<file path="config.mk">
export PLATFORM = sky130hd
export DESIGN_NAME = pc_gen_stage
export DESIGN_NICKNAME = d
export VERILOG_FILES = /design/src/rtl/pc_gen_stage_pkg.sv /design/src/rtl/pc_gen_stage.sv
export SDC_FILE = /design/constraint.sdc
export NUM_CORES = 1
export LEC_CHECK = 0
export BUFFER_PORTS_ARGS = -buffer_cell sky130_fd_sc_hd__buf_2
export CORE_MARGIN = 2
export CORE_UTILIZATION = 60
export CTS_BUF_LIST = sky130_fd_sc_hd__clkbuf_4 sky130_fd_sc_hd__clkbuf_8
export DETAILED_ROUTE_END_ITERATION = 10
export PLACE_DENSITY = 0.95
export SYNTH_ARGS = -nofsm -noshare
export SYNTH_HDL_FRONTEND = slang
export SYNTH_SLANG_ARGS = --single-unit
export TNS_END_PERCENT = 30
</file>
<file path="constraint.sdc">
create_clock -name clk -period 6.17 [get_ports clk]
set_input_delay 0.9255 -clock clk [delete_from_list [all_inputs] [get_ports clk]]
set_output_delay 0.9255 -clock clk [all_outputs]
set_load 0.01 [all_outputs]
</file>
<file path="src/rtl/pc_gen_stage_pkg.sv">
// ---------------------------------------------------------------------------
// pc_gen_stage_pkg
//   Shared definitions for the next-PC generator: the power-on PC and the
//   two sequencing states.
//   SEQ      : next PC after an issue is pc_r + 4
//   DS_PEND  : pc_r is an unissued delay slot, tgt_r holds the branch target
// ---------------------------------------------------------------------------
package pc_gen_stage_pkg;

    localparam logic [31:0] RESET_PC_DEF = 32'hbfc0_0000;

    typedef enum logic {
        SEQ     = 1'b0,
        DS_PEND = 1'b1
    } pcg_state_e;

    // Sequential successor; 32-bit add wraps naturally (fffffffc -> 00000000).
    function automatic logic [31:0] pc_next_seq(input logic [31:0] pc);
        return pc + 32'd4;
    endfunction

endpackage

</file>
<file path="src/rtl/pc_gen_stage.sv">
// ---------------------------------------------------------------------------
// pc_gen_stage
//   Next-PC generator upstream of IF. Offers pc_o with a valid/ready
//   handshake, advances by 4 on each accepted issue, and applies redirects
//   from CP0 (flush) and from ID (taken branch, honouring the delay slot).
//   Wrong-path issues are not killed here; ID drops them by PC mismatch.
//
// Ports
//   clk, resetn          clock, asynchronous active-low reset
//   ready_i              IF accepts pc_o this cycle
//   valid_o, pc_o        fetch request to IF
//   br_valid_i/taken_i   branch resolved in ID / resolved taken
//   br_pc_i, br_target_i PC of the branch and its target
//   flush_i, flush_pc_i  exception entry / ERET and redirect target
//   cancel_o             cancel to IF, mirrors flush_i combinationally
//   ds_pending_o         a taken target waits behind the unissued delay slot
// ---------------------------------------------------------------------------
module pc_gen_stage
    import pc_gen_stage_pkg::*;
#(
    parameter logic [31:0] RESET_PC = RESET_PC_DEF
) (
    input  logic        clk,
    input  logic        resetn,
    input  logic        ready_i,
    output logic        valid_o,
    output logic [31:0] pc_o,
    input  logic        br_valid_i,
    input  logic        br_taken_i,
    input  logic [31:0] br_pc_i,
    input  logic [31:0] br_target_i,
    input  logic        flush_i,
    input  logic [31:0] flush_pc_i,
    output logic        cancel_o,
    output logic        ds_pending_o
);

    logic [31:0] pc_r;
    logic [31:0] tgt_r;
    pcg_state_e  state;
    logic        started_r;

    logic        issue;
    logic        br_take;
    logic        ds_unissued;

    assign valid_o      = started_r && !flush_i;
    assign pc_o         = pc_r;
    assign cancel_o     = flush_i;
    assign ds_pending_o = (state == DS_PEND);

    assign issue       = valid_o && ready_i;
    assign br_take     = br_valid_i && br_taken_i;
    // pc_r is the branch's delay slot and has not left yet.
    assign ds_unissued = (pc_r == pc_next_seq(br_pc_i));

    always_ff @(posedge clk or negedge resetn) begin
        if (!resetn) begin
            pc_r      <= RESET_PC;
            tgt_r     <= '0;
            state     <= SEQ;
            started_r <= 1'b0;
        end else begin
            started_r <= 1'b1;
            if (flush_i) begin
                pc_r  <= flush_pc_i;
                state <= SEQ;
            end else if (br_take) begin
                if (ds_unissued || state == DS_PEND) begin
                    // Delay slot still owed to IF. A branch seen while already
                    // pending (branch in a delay slot) just replaces the target.
                    if (issue) begin
                        pc_r  <= br_target_i;
                        state <= SEQ;
                    end else begin
                        tgt_r <= br_target_i;
                        state <= DS_PEND;
                    end
                end else begin
                    // Delay slot already gone; any issue now is wrong-path.
                    pc_r  <= br_target_i;
                    state <= SEQ;
                end
            end else if (issue) begin
                if (state == DS_PEND) begin
                    pc_r  <= tgt_r;
                    state <= SEQ;
                end else begin
                    pc_r <= pc_next_seq(pc_r);
                end
            end
        end
    end

endmodule

</file>
==> results.md <==
- The flow ran to the end, and the final reports show no timing, DRC or antenna violations.
- IR analysis of the VDD net gives a maximum drop of 0.1552 mV.
- The fraction of synthesis flops using an asynchronous set or reset pin is 100.0%.
- The sequential cell area is 1664 um^2.
- The maximum clock path buffer count is 2.
- During synthesis, Yosys emitted a total of 0 warnings.
- For this run, global-route usage on met2 was measured as 52.69%.
- The horizontal extent of the die is 98.44 um.
- The count of maximum capacitance violations is 0.
- The library cell used most frequently in the layout, excluding fill and tap cells, is buf_2.
- The worst-case setup margin in the final layout is 1831 ps.
- The worst hold path class is register to register.
- The clock transition at the register clock pins on the worst setup and hold paths after CTS is 80 ps.
- After the flow finishes, the layout carries non-filler instances totaling 817.
- The longest individual stage delay on the worst path is 560 ps.
- The post-detailed-placement half-perimeter wirelength is 11270 um.
- The class of the most critical setup path is input pin to register.
- The maximum level of the CTS H-tree is 3.
- Setup violations remaining at the end of the flow were counted as 0.
- After layout, the worst path uses 70.33% of the clock period.
- The part of the total power dissipated in combinational logic is 32.1%.
- The final design utilization is 71.55%.
- The net switching power of the design is 0.0005172 W.
- The maximum fanout along the worst path is 13.
- Based on the critical path, the design can be clocked at up to 230.5 MHz.
- The worst hold path depth is 1.
- Adding up every negative setup slack in the final design gives 0 ps.
- The count of buffers added on input and output ports is 136.
- Counting cells, the worst reg-to-reg path comes to 10.
- The beginning of the worst register-to-register path is pc_o[3].
- Setup repair after global routing left no endpoint under its margin.
- The number of nets with antenna violations after detailed routing is 0.
- Of the cells placed in the final design, the portion with a size suffix greater than 1 is 35.26%.
- The global routing usage on met3 is 6.028%.
- Power spread over the standard cell area amounts to 239.1 nW/um^2.
- The area of the multi-input gates is 3458 um^2.
- The total area inside the core boundary comes to 8678 um^2.
- For the pin with the worst max-slew slack, the measured transition is 1018 ps.
- For this design, the CTS-stage hold fixing added 0 buffers.
- The placed cell area is 6010 um^2.
- The internal power consumption is 0.0009675 W.
- The TritonCTS clock tree is yes.
- The first-pass iteration count of the detailed router is 5.
- Once the floorplan was initialized, standard cells occupied 61.66% of the core.
- Counting the fill cells in the layout gives 646.
- At the worst endpoint, the arrival time is 4580 ps.
- The number of nets handed over by synthesis was 692.
- The most common flop cell mapped by yosys is dfrtp_1.
- The startpoint kind of the worst setup timing path is an input pin.
- The wire length reported by the detailed router is 15310 um.
- At the end of routability-driven placement, the weighted congestion stood at 0.9782.
- Global routing consumed, on the met1 layer, 38.54% of the routing resources.
- The number of distinct library cell variants in the gate-level netlist after synthesis is 63.
- The worst setup skew after layout is 13.14 ps.
- The slowest stage cell on the critical path is nor3_1.
- The overall overflow remaining after global route is 0.
- The relative slew slack is 32.14%.
- The signal on the critical path passes through buf_2 -> ha_1 -> nand4_1 -> nor3_1 -> mux2_2 -> o21ai_0 -> nand2_1 -> o211a_1 -> a41oi_1 -> a21o_1 -> buf_4 -> mux2_4.
- Clock tree synthesis found a total of 66 sinks.
- The share of the Yosys chip area taken by registers is 31.07%.
- The remaining design rule violation count is 0.
- The number of enable-type register cells in the synthesized netlist is 0.
- The number of antenna repair diodes is 0.
- The global routing stage identified its most utilized layer as met2.
- The detailed router placed 5168 vias in this run.
- Across all register-to-register paths, the minimum setup slack is 2750 ps.
- The pre-CTS setup slack is 1487 ps.
- The global-route usage over all layers is 31.79%.
- The worst hold path begins at tgt_r[4].
- The first global-routing pass estimated 24850 um of wire.
- After detailed routing, the average wire length per cell comes to 18.74 um.
- Sequential cells burn 42.3% of the power.
- The post-CTS setup-driven buffer insertion count is 0.
- The leakage power of the design is 2.806 nW.
- The data required time of the worst path is 6410 ps.
- Clock tree synthesis selected as its root buffer the cell clkbuf_8.
- Once placement completed, the tool counted placed cells totaling 801.
- The number of global-route vias before repair is 5298.
- The post-cts resize count is 0.
- The flop and latch count out of synthesis is 66.
- The number of placement rows is 34.
- The routed design could run at a clock period as short as 4339 ps.
- The boundary pin count is 137.
- The area enclosed by the die boundary is 9690 um^2.
- For the worst-skew pair, the clock arrives at the later sink with an insertion delay of 350 ps.
- The capture instance of the worst register-to-register path is tgt_r[17].
- The synthesized cell area is 5351 um^2.
- The final hold violation count came to 0.
- With fillers left out, the area of the finished cells amounts to 6210 um^2.
- The number of max-slew violations in the final report is 0.
- Entering global routing, the biggest net connects 67 pins.
- The synthesized area divided by synthesized cell count is 9.101 um^2.
- Of the total power, the share spent switching nets is 34.84%.
- From bottom edge to top edge, the die measures 98.44 um.
- The area added between synthesis and finish is 16.04%.
- The worst-case hold path end point is tgt_r[4].
- The number of buffers created by CTS is 9.
- The number of nets in the final layout is 808.
- The initial antenna violation count was 0.
- The number of cells produced by synthesis is 588.
- STA classifies the critical path endpoint as a register.
- The clock network accounts for 25.6% of the total power.
- The ratio of routed vias to standard cells is 6.326.
- Leaving out fill and tap cells, the most frequent cells in the layout are 136 x buf_2, 64 x nand2_1, 56 x dfrtp_1, 46 x mux2_2, 43 x a21oi_1.
- The launch point of the critical path is br_pc_i[2].
- The detailed router finished its first iteration with 463 violations.
[layer usage]
layer / wire (um) / part of all wire (%)
met5: 0 / 0
met4: 674 / 4.4
met3: 1194 / 7.8
met2: 7338 / 48
met1: 6100 / 40
[cell type report]
cell class / count / share of cell area (%)
clock buffers: 13 / 2.579
clock inverters: 3 / 0.6448
inverters: 7 / 0.4231
multi-input cells: 478 / 55.69
flip-flops and latches: 66 / 26.80
well taps: 108 / 2.176
repair buffers: 142 / 11.69
[critical path: cells and delay by family]
kind | cells | cell delay, ps
AND/OR/NAND/NOR | 3 | 1040
buffers and inverters | 2 | 490
adder cells (fa/ha/maj) | 1 | 310
multiplexers | 2 | 720
AO/OA/AOI/OAI | 4 | 1110
[how the worst max path moves through the flow]
| stage | end | slack [ps] | depth (start not counted) |
|---|---|---|---|
| finish | pc_o[20] | 1830 | 12 |
| CTS | pc_o[18] | 1890 | 12 |
| global placement | pc_o[20] | 1680 | 12 |
| detailed placement | pc_o[20] | 1490 | 12 |
| floorplan | pc_o[10] | 2420 | 13 |
| global route | pc_o[20] | 1530 | 12 |
[power groups by stage]
stage               clock network, W  registers [W]  logic (W)
floorplan                          0       0.000594   0.000327
global placement                   0       0.000621   0.000447
detailed placement                 0       0.000630   0.000470
CTS                         0.000379       0.000622   0.000473
global route                0.000403       0.000636   0.000520
finish                      0.000380       0.000628   0.000477
[cells by family after synthesis]
group	synth area share, %
other	0.07008
adder cells (fa/ha/maj)	0.4675
multiplexers	19.97
buffers and inverters	4.325
AO/OA/AOI/OAI	13.19
flip-flops	31.07
XOR/XNOR	10.15
AND/OR/NAND/NOR	20.76
[registers in the layout, summed over array words and instances, names as in the netlist]
name / count
started_r: 1
ds_pending_o: 1
tgt_r: 32
pc_o: 32
[through the flow]
step	hold slack (ps)	total power [W]
after floorplan	457.8	0.0009210
after global placement	467.2	0.001068
after detailed placement	481.3	0.001100
after CTS	497.6	0.001474
after global routing	523.8	0.001560
final	494.7	0.001485
[cells in the mapped netlist, drive strengths merged, types with 13 or more instances]
cell    number  area [um^2]
a21oi       43        215.2
and3        14        87.58
clkbuf      25        96.34
dfrtp       57         1426
mux2        76        938.4
mux2i       13        130.1
nand2       64        240.2
nand3       16        80.08
nor2        34        127.6
o21ai       41        205.2
xnor2       37        324.1
xor2        25        219.0
Note: power is estimated with default switching activity, not from simulation.
